===== config.mk =====
export PLATFORM = sky130hd
export DESIGN_NAME = cu_instruction_sequencer
export DESIGN_NICKNAME = d
export VERILOG_FILES = /design/src/rtl/cu_seq_pkg.sv /design/src/rtl/cu_instr_decode.sv /design/src/rtl/cu_instruction_sequencer.sv
export SDC_FILE = /design/constraint.sdc
export NUM_CORES = 1
export LEC_CHECK = 0
export CAP_MARGIN = 20
export CORE_UTILIZATION = 50
export DETAILED_ROUTE_END_ITERATION = 10
export GPL_TIMING_DRIVEN = 0
export PLACE_DENSITY = 0.84
export SETUP_SLACK_MARGIN = 0.05
export SYNTH_ARGS = -nofsm -noshare
export SYNTH_HDL_FRONTEND = slang
export SYNTH_HIERARCHICAL = 1
export SYNTH_SLANG_ARGS = --single-unit
export TNS_END_PERCENT = 100

===== constraint.sdc =====
create_clock -name clk -period 2.4 [get_ports clk]
set_input_delay 0.48 -clock clk [delete_from_list [all_inputs] [get_ports clk]]
set_output_delay 0.48 -clock clk [all_outputs]
set_load 0.01 [all_outputs]

===== src/rtl/cu_seq_pkg.sv =====
// Shared types and constants for the 4-bit CU instruction sequencer:
// control-word layout, source/destination encodings and FSM states.
package cu_seq_pkg;

  typedef enum logic {ST_EXEC, ST_OPERAND} state_t;

  // Low two bits of a 1110_00cc jump opcode.
  typedef enum logic [1:0] {
    JC_JMP  = 2'd0,
    JC_JZ   = 2'd1,
    JC_JNZ  = 2'd2,
    JC_DJNZ = 2'd3
  } jcond_t;

  localparam logic [3:0] SRC_ALU   = 4'd0;
  localparam logic [3:0] SRC_PM    = 4'd8;
  localparam logic [3:0] SRC_IPINS = 4'd9;
  localparam logic [3:0] SRC_ZERO  = 4'd10;

  localparam logic [2:0] DST_I     = 3'd6;
  localparam logic [2:0] SRC_I     = 3'd6;
  localparam logic [2:0] DST_OREG  = 3'd4;

  localparam logic [8:0] REG_EN_R  = 9'h010;

  typedef struct packed {
    logic [3:0] ir_nibble;
    logic [3:0] source_sel;
    logic [8:0] reg_en;
    logic       i_sel;
    logic       x_sel;
    logic       y_sel;
    logic       alternate_function;
  } ctrl_t;

  localparam ctrl_t CTRL_IDLE = '{
    ir_nibble:          4'd0,
    source_sel:         SRC_ZERO,
    reg_en:             9'd0,
    i_sel:              1'b0,
    x_sel:              1'b0,
    y_sel:              1'b0,
    alternate_function: 1'b0
  };

  typedef struct packed {
    ctrl_t      ctrl;
    logic       is_jump;
    jcond_t     jcond;
    logic       is_ldlc;
    logic [2:0] lc_val;
  } decode_t;

  // Destination code 4 addresses o_reg (bit 8); bit 4 is reserved for r.
  function automatic logic [8:0] dst_reg_en(input logic [2:0] ddd);
    logic [8:0] en;
    en = '0;
    if (ddd == DST_OREG) en[8] = 1'b1;
    else                 en[ddd] = 1'b1;
    return en;
  endfunction

endpackage


===== src/rtl/cu_instr_decode.sv =====
// Purely combinational decoder: one instruction byte to a CU control word
// plus the flags the sequencer needs for jumps and loop-counter loads.
module cu_instr_decode
  import cu_seq_pkg::*;
(
  input  logic [7:0] i_instr,
  output decode_t    o_dec
);

  always_comb begin
    // NOTE: every field gets a default first so no path leaves a stale value and infers a latch.
    o_dec.ctrl    = CTRL_IDLE;
    o_dec.is_jump = 1'b0;
    o_dec.jcond   = jcond_t'(i_instr[1:0]);
    o_dec.is_ldlc = 1'b0;
    o_dec.lc_val  = i_instr[2:0];

    casez (i_instr)
      8'b0???_????: begin
        o_dec.ctrl.source_sel = SRC_PM;
        o_dec.ctrl.ir_nibble  = i_instr[3:0];
        o_dec.ctrl.reg_en     = dst_reg_en(i_instr[6:4]);
      end
      8'b10??_????: begin
        o_dec.ctrl.source_sel = {1'b0, i_instr[2:0]};
        o_dec.ctrl.reg_en     = dst_reg_en(i_instr[5:3]);
        o_dec.ctrl.i_sel      = (i_instr[5:3] == DST_I) && (i_instr[2:0] == SRC_I);
      end
      8'b110?_????: begin
        o_dec.ctrl.source_sel = SRC_ALU;
        o_dec.ctrl.ir_nibble  = {1'b0, i_instr[2:0]};
        o_dec.ctrl.x_sel      = i_instr[4];
        o_dec.ctrl.y_sel      = i_instr[3];
        o_dec.ctrl.reg_en     = REG_EN_R;
      end
      8'b1111_0???: begin
        o_dec.ctrl.alternate_function = 1'b1;
        o_dec.ctrl.ir_nibble  = {3'b000, i_instr[0]};
        o_dec.ctrl.x_sel      = i_instr[2];
        o_dec.ctrl.y_sel      = i_instr[1];
        o_dec.ctrl.reg_en     = REG_EN_R;
      end
      8'b1111_1???: begin
        o_dec.ctrl.source_sel = SRC_IPINS;
        o_dec.ctrl.reg_en     = dst_reg_en(i_instr[2:0]);
      end
      // 1110_01xx are NOPs: idle control word, single cycle.
      8'b1110_0???: o_dec.is_jump = ~i_instr[2];
      8'b1110_1???: o_dec.is_ldlc = 1'b1;
      default: ;
    endcase
  end

endmodule


===== src/rtl/cu_instruction_sequencer.sv =====
// Program sequencer for the 4-bit CU: holds pc, loop counter and the
// EXEC/OPERAND FSM; control outputs are combinational from pm_data and state.
module cu_instruction_sequencer
  import cu_seq_pkg::*;
#(
  parameter int PC_W = 8,
  parameter int LC_W = 4
) (
  input  logic            clk,
  input  logic            sync_reset,
  input  logic [7:0]      pm_data,
  input  logic            r_eq_0,
  output logic [PC_W-1:0] pm_address,
  output logic [3:0]      ir_nibble,
  output logic [3:0]      source_sel,
  output logic [8:0]      reg_en,
  output logic            i_sel,
  output logic            x_sel,
  output logic            y_sel,
  output logic            alternate_function,
  output logic [LC_W-1:0] lc
);

  state_t          r_state;
  jcond_t          r_jcond;
  logic [PC_W-1:0] r_pc;
  logic [LC_W-1:0] r_lc;

  decode_t         w_dec;
  ctrl_t           w_ctrl;
  logic            w_taken;
  logic [PC_W-1:0] w_pc_inc;

  cu_instr_decode u_decode (
    .i_instr (pm_data),
    .o_dec   (w_dec)
  );

  assign w_pc_inc = r_pc + PC_W'(1);

  // DJNZ jumps only when the decremented count is still non-zero.
  always_comb begin
    w_taken = 1'b0;
    case (r_jcond)
      JC_JMP:  w_taken = 1'b1;
      JC_JZ:   w_taken = r_eq_0;
      JC_JNZ:  w_taken = ~r_eq_0;
      JC_DJNZ: w_taken = (r_lc > LC_W'(1));
      default: w_taken = 1'b0;
    endcase
  end

  // While in reset, pulse r's write enable so the CU clears r and sets r_eq_0.
  always_comb begin
    w_ctrl = w_dec.ctrl;
    if (sync_reset) begin
      w_ctrl        = CTRL_IDLE;
      w_ctrl.reg_en = REG_EN_R;
    end else if (r_state == ST_OPERAND) begin
      w_ctrl = CTRL_IDLE;
    end
  end

  // NOTE: state registers use non-blocking assignments so every update sees pre-edge values.
  always_ff @(posedge clk) begin
    if (sync_reset) begin
      r_state <= ST_EXEC;
      r_jcond <= JC_JMP;
      r_pc    <= '0;
      r_lc    <= '0;
    end else begin
      case (r_state)
        ST_EXEC: begin
          r_pc <= w_pc_inc;
          if (w_dec.is_jump) begin
            r_state <= ST_OPERAND;
            r_jcond <= w_dec.jcond;
          end
          if (w_dec.is_ldlc) r_lc <= LC_W'(w_dec.lc_val);
        end
        ST_OPERAND: begin
          r_state <= ST_EXEC;
          r_pc    <= w_taken ? PC_W'(pm_data) : w_pc_inc;
          if (r_jcond == JC_DJNZ && r_lc != '0) r_lc <= r_lc - LC_W'(1);
        end
        default: r_state <= ST_EXEC;
      endcase
    end
  end

  assign pm_address         = r_pc;
  assign lc                 = r_lc;
  assign ir_nibble          = w_ctrl.ir_nibble;
  assign source_sel         = w_ctrl.source_sel;
  assign reg_en             = w_ctrl.reg_en;
  assign i_sel              = w_ctrl.i_sel;
  assign x_sel              = w_ctrl.x_sel;
  assign y_sel              = w_ctrl.y_sel;
  assign alternate_function = w_ctrl.alternate_function;

endmodule

Yosys cells after proc, flatten, opt, wreduce, memory -nomap -nowiden
Index checks and enable logic that the tools add are counted.
{"block": "word_totals", "reg_bits": 15, "latchBits": 0, "ram_bits": 0, "romBits": 0, "out_inout_bits": 33, "n_memories": 0}
{"block": "classes", "add_sub_neg": 2, "mul": 0, "div_mod_pow": 0, "order_cmp": 7, "n_eq_ne": 16, "n_shift": 0, "mux": 32, "bitwise_logic": 4, "reduce_logical": 10}
{"cell": "21-bit two-way mux", "n": 2}
{"cell": "8-bit two-way mux", "n": 5}
{"cell": "9-bit case mux with 4 select lines", "n": 1}
{"cell": "5-bit equality test, second input constant", "n": 4}
{"cell": "3-bit equality test, second input constant", "n": 6}
{"cell": "4-bit case mux with 4 select lines", "n": 1}
{"cell": "8-bit case mux with 2 select lines", "n": 1}
{"cell": "3-bit by 5-bit < comparator with 1-bit output, second input constant", "n": 3}
{"cell": "1-bit two-way mux", "n": 12}
{"cell": "4-bit case mux with 3 select lines", "n": 1}
{"cell": "1-bit demux with 3-bit select", "n": 3}
{"cell": "3-bit by 1-bit greater-or-equal comparator with 1-bit output, second input constant", "n": 3}
{"cell": "8-bit by 1-bit adder with 8-bit output, second input constant", "n": 1}
{"cell": "4-bit two-way mux", "n": 2}
{"cell": "4-bit case mux with 2 select lines", "n": 1}
{"cell": "2-bit equality test, second input constant", "n": 3}
{"cell": "1-bit logical AND", "n": 5}
{"cell": "4-bit by 1-bit > comparator with 1-bit output, second input constant", "n": 1}
{"cell": "2-bit by 1-bit inequality test with 1-bit output, second input constant", "n": 2}
{"cell": "1-bit NOT", "n": 4}
{"cell": "1-bit case mux with 4 select lines", "n": 1}
{"cell": "2-bit case mux with 2 select lines", "n": 1}
{"cell": "2-bit AND reduction", "n": 2}
{"cell": "4-bit nonzero test", "n": 1}
{"cell": "5 further kinds", "n": 5}

Logic depth before layout (Yosys ltp)
{"block": "logic_depth", "depth_word": 9, "ltp_mapped": 7}

Cells and area by module
Netlist, hierarchy kept.
{"module": "cu_instruction_sequencer", "n_inst": 1, "cells_each": 115, "area_each_um2": 972.2, "seq_area_each_um2": 300.3}
{"module": "cu_instr_decode", "n_inst": 1, "cells_each": 75, "area_each_um2": 476.7, "seq_area_each_um2": 0.0}

Least setup slack after synthesis
OpenSTA, ideal clock, no wires.
{"block": "synth_path", "kind": "input port to output port", "startpoint": "input port pm_data[7]", "endpoint": "output port reg_en[2]", "t_arrival_ns": 1.392, "t_required_ns": 1.920, "path_slack_ns": 0.528, "stages": 5, "path_cell_list": "buf_6 -> nand3_4 -> or3_4 -> o32ai_1 -> and2_1"}
{"item": "start, declared", "line": "cu_instruction_sequencer.sv:11", "rtl": "input logic [7:0] pm_data,"}
{"item": "end, declared", "line": "cu_instruction_sequencer.sv:16", "rtl": "output logic [8:0] reg_en,"}

==> metrics list <==
* Synth top cells by count: 22 x and2_1, 15 x dfxtp_1, 12 x a21oi_1, 12 x nor2_1, 11 x nand2_1
- Final hold violation count: 0
- Die boundary height: 55.83 um
- Remaining antenna violation count after routing: 0
- The die covers around 3100 um^2.
- Max Clock Freq: between 400 and 500 MHz
- Buffers inserted during clock tree synthesis total 3.
- Clock-pin slew of the registers on the worst-case setup and hold paths: 0.09 ns
* Yosys synthesis warning count: 6
- Summed negative setup slack over all endpoints: 0 ns
- Row cnt: 19
- Residual overflow from global routing: 0
* Global-route wire length before repair: 6693 um
- The worst setup path is launched from a primary input.
- Fraction of post-synthesis cell area in the top cell type by area: 20.73%
* Count of state elements after synthesis: 15
- Final non-filler cell total: roughly 280
- Layout net count: 261
- Cell type contributing the most total cell area after synthesis: dfxtp_1
- Number of detailed-routing iterations run before antenna repair: 5
- The clock net in this run drives a total of 15 sinks.
- The number of global-route vias before repair came to between 1000 and 1500.
- Largest stage delay on the critical path: 0.24 ns
- Placeable core region: 2758 um^2
- Entering global routing, the biggest net connects 11 pins.
- Setup slack on the critical path of the routed design comes to 0.07238 ns.
- The clock reaches the later pin of the worst-skew pair after 0.28 ns.
- Part of the cycle the worst path needs: 96.98%
- For this run, the leading register cell type out of synthesis is dfxtp_1.
* TritonCTS clock tree: built
- In this run, synthesis inferred 0 flip-flops with an integrated enable.
- Worst path arrival time: ~1.9 ns
- RSZ-0062 raised after global routing: true
- HP Class: flop to flop
- Post-cts hold buffer count: 0
- Detailed placement ended at an HPWL of roughly 2700 um.
- STA puts the critical path data required time at about 1.9 ns.
- and2_1 is the most common cell in the netlist.
- Static power due to leakage: between 0.8 and 0.9 nW
- The worst setup path is captured at an output pin.
- In the final layout, the share of cells above drive strength 1 is 24.90%.
- 44 I/O pins were placed.
* PortBufs: 42
* Number of diodes added for antenna fixing: 0
- Headroom to the max-slew limit came out at 61.17%.
* Async set or reset register ratio after synthesis: 0%
- Count of maximum capacitance violations: 0
- H-tree levels: 1
- Portion of the post-synthesis area used by sequential elements: 20.73%
- The cell count after synthesis came out at 190.
- Number of antenna violations at the first check in global routing: 0
- The tightest hold path in the finished design has a slack of 0.5532 ns.
- The area growth from synthesis to layout is 44.82%.
* Transition at the pin with the smallest max-transition slack: a little under 0.6 ns
- The die is 55.83 um wide.
- Broken down by cell family, the worst path's largest delay share belongs to buffers and inverters.
- The critical path goes through clkdlybuf4s15_1, buf_6, buf_4, nor3b_1, a31oi_1, o22ai_2, and2_1, clkdlybuf4s15_1.
* Highest-delay cell along the critical path: nor3b_1
- When the netlist entered floorplanning its net count stood at 205.
- Count of fill cells added during filler insertion: 214
- The final layout contains routed wiring with a total length of 4201 um.
- Summing every instance area after synthesis gives 1449 um^2.
- The flow ran to the end, and the final reports show no timing, DRC or antenna violations.
* Crit path buffers/inverters: 4
- Pins over their slew limit: 0
- Worst Setup Slack post-DPL: -0.6851 ns
* Routed length per instance: 15.22 um
* Total global routing track utilization: roughly 27%
- After detailed routing, the number of remaining DRC violations is 0.
- Initial standard-cell utilization of the core: 52.54%
* Avg Inst Size Synth: 7.626 um^2
* Power after layout: 0.0006209 W
- The root buffer cell chosen for the clock tree is clkbuf_4.
* Post-synthesis cell type count: 48
- Most area-consuming cells after synthesis: dfxtp_1 21%, and2_1 9.5%, a21oi_1 4.1%
- Via density per instance: 5.891
- Drt first-iter violations: around 80
- Worst IR Drop VDD: roughly 0.00039 V
- Clk buf depth: 2
- Final setup violation count: 0
* Most frequent cell on the critical path: clkdlybuf4s15_1
- Placed cell count: 263
- Routability Congestion: approximately 0.92
- Total power divided by cell area: slightly below 300 nW/um^2
- Classification of the worst setup path: primary input to output pin
- The routed layout has approximately 1600 vias.
- Subtracting the final worst setup slack from the clock period gives 2.328 ns.
* Maximum fanout count along the critical path: 6
- The clock arrives with 0.0009358 ns of skew.
==> per-stage QoR <==
step	cell area, um^2	utilization [%]
after floorplan	1449	-
after global placement	1908	69.19
after detailed placement	1908	69.19
after CTS	2059	74.68
after global routing	2098	76.09
final	2098	76.09
==> flip-flops by register name (all words and copies together) (netlist names) <==
| register | cells |
|---|---|
| pm_address | 8 |
| lc | 4 |
| r_jcond | 2 |
| r_state | 1 |
==> routing by layer <==
layer	vias up	routed length, um	part of all wire (%)	track usage [%]
li1	785	-	-	-
met1	756	1792	43	35.50
met2	74	2102	50	44.92
met3	11	219	5.2	2.326
met4	0	86	2.0	11.15
met5	-	0	0	0
==> final timing paths <==
check,startpoint,to,slack [ns],cells past startpoint
min,r_jcond[1],r_jcond[1],0.55,2
min reg2reg,r_jcond[1],r_jcond[1],0.55,2
max reg2reg,lc[0],pm_address[5],0.67,6
max,pm_data[7],reg_en[6],0.07,8
==> placed cells by master, fill, tap and decap left out, types with 8 or more instances in the layout <==
cell type        instances
clkdlybuf4s50_1         16
nand2_1                 10
buf_4                   15
dfxtp_1                 15
nor2_1                  10
a211oi_1                 8
nand3_1                 10
dlygate4sd2_1           12
and2_1                  21
a21oi_1                 11
==> cell families after synthesis <==
family          Yosys count  share of synthesized area (%)
flops                    15                          20.73
buf+inv                  25                          9.845
mux                       5                          3.454
fa+ha+maj                 4                          3.454
simple gates             85                          34.11
xor+xnor                  6                          3.627
compound gates           50                          24.78
==> report_power, final <==
group	switching [W]	internal, W	leakage [nW]
clock	0.0000816	0.0000646	0.0150
combinational	0.000106	0.000104	0.723
sequential	0.00000941	0.000255	0.122
total	0.000197	0.000424	0.860
==> worst min-delay path, delay by kind of cell, from the launching register on <==
| kind | cells | cell delay [ns] |
|---|---|---|
| mux | 1 | 0.13 |
| simple gates | 1 | 0.05 |
| flops | 1 | 0.34 |
==> cell type report <==
class / count / area [um^2] / share of cell area, %
Buffer: 16 / 138.9 / 6.619
Clock buffer: 4 / 26.28 / 1.252
Inverter: 9 / 55.05 / 2.624
Multi-Input combinational cell: 150 / 1085 / 51.70
Sequential cell: 15 / 300.3 / 14.31
Tap cell: 31 / 38.79 / 1.849
Timing Repair Buffer: 51 / 454.2 / 21.65
==> repair_timing <==
item	CTS	global route
resized for setup	69	15
buffers inserted	8	1
pin swaps	7	4
setup endpoints to repair	21	12
(Power assumes the default switching activity.)
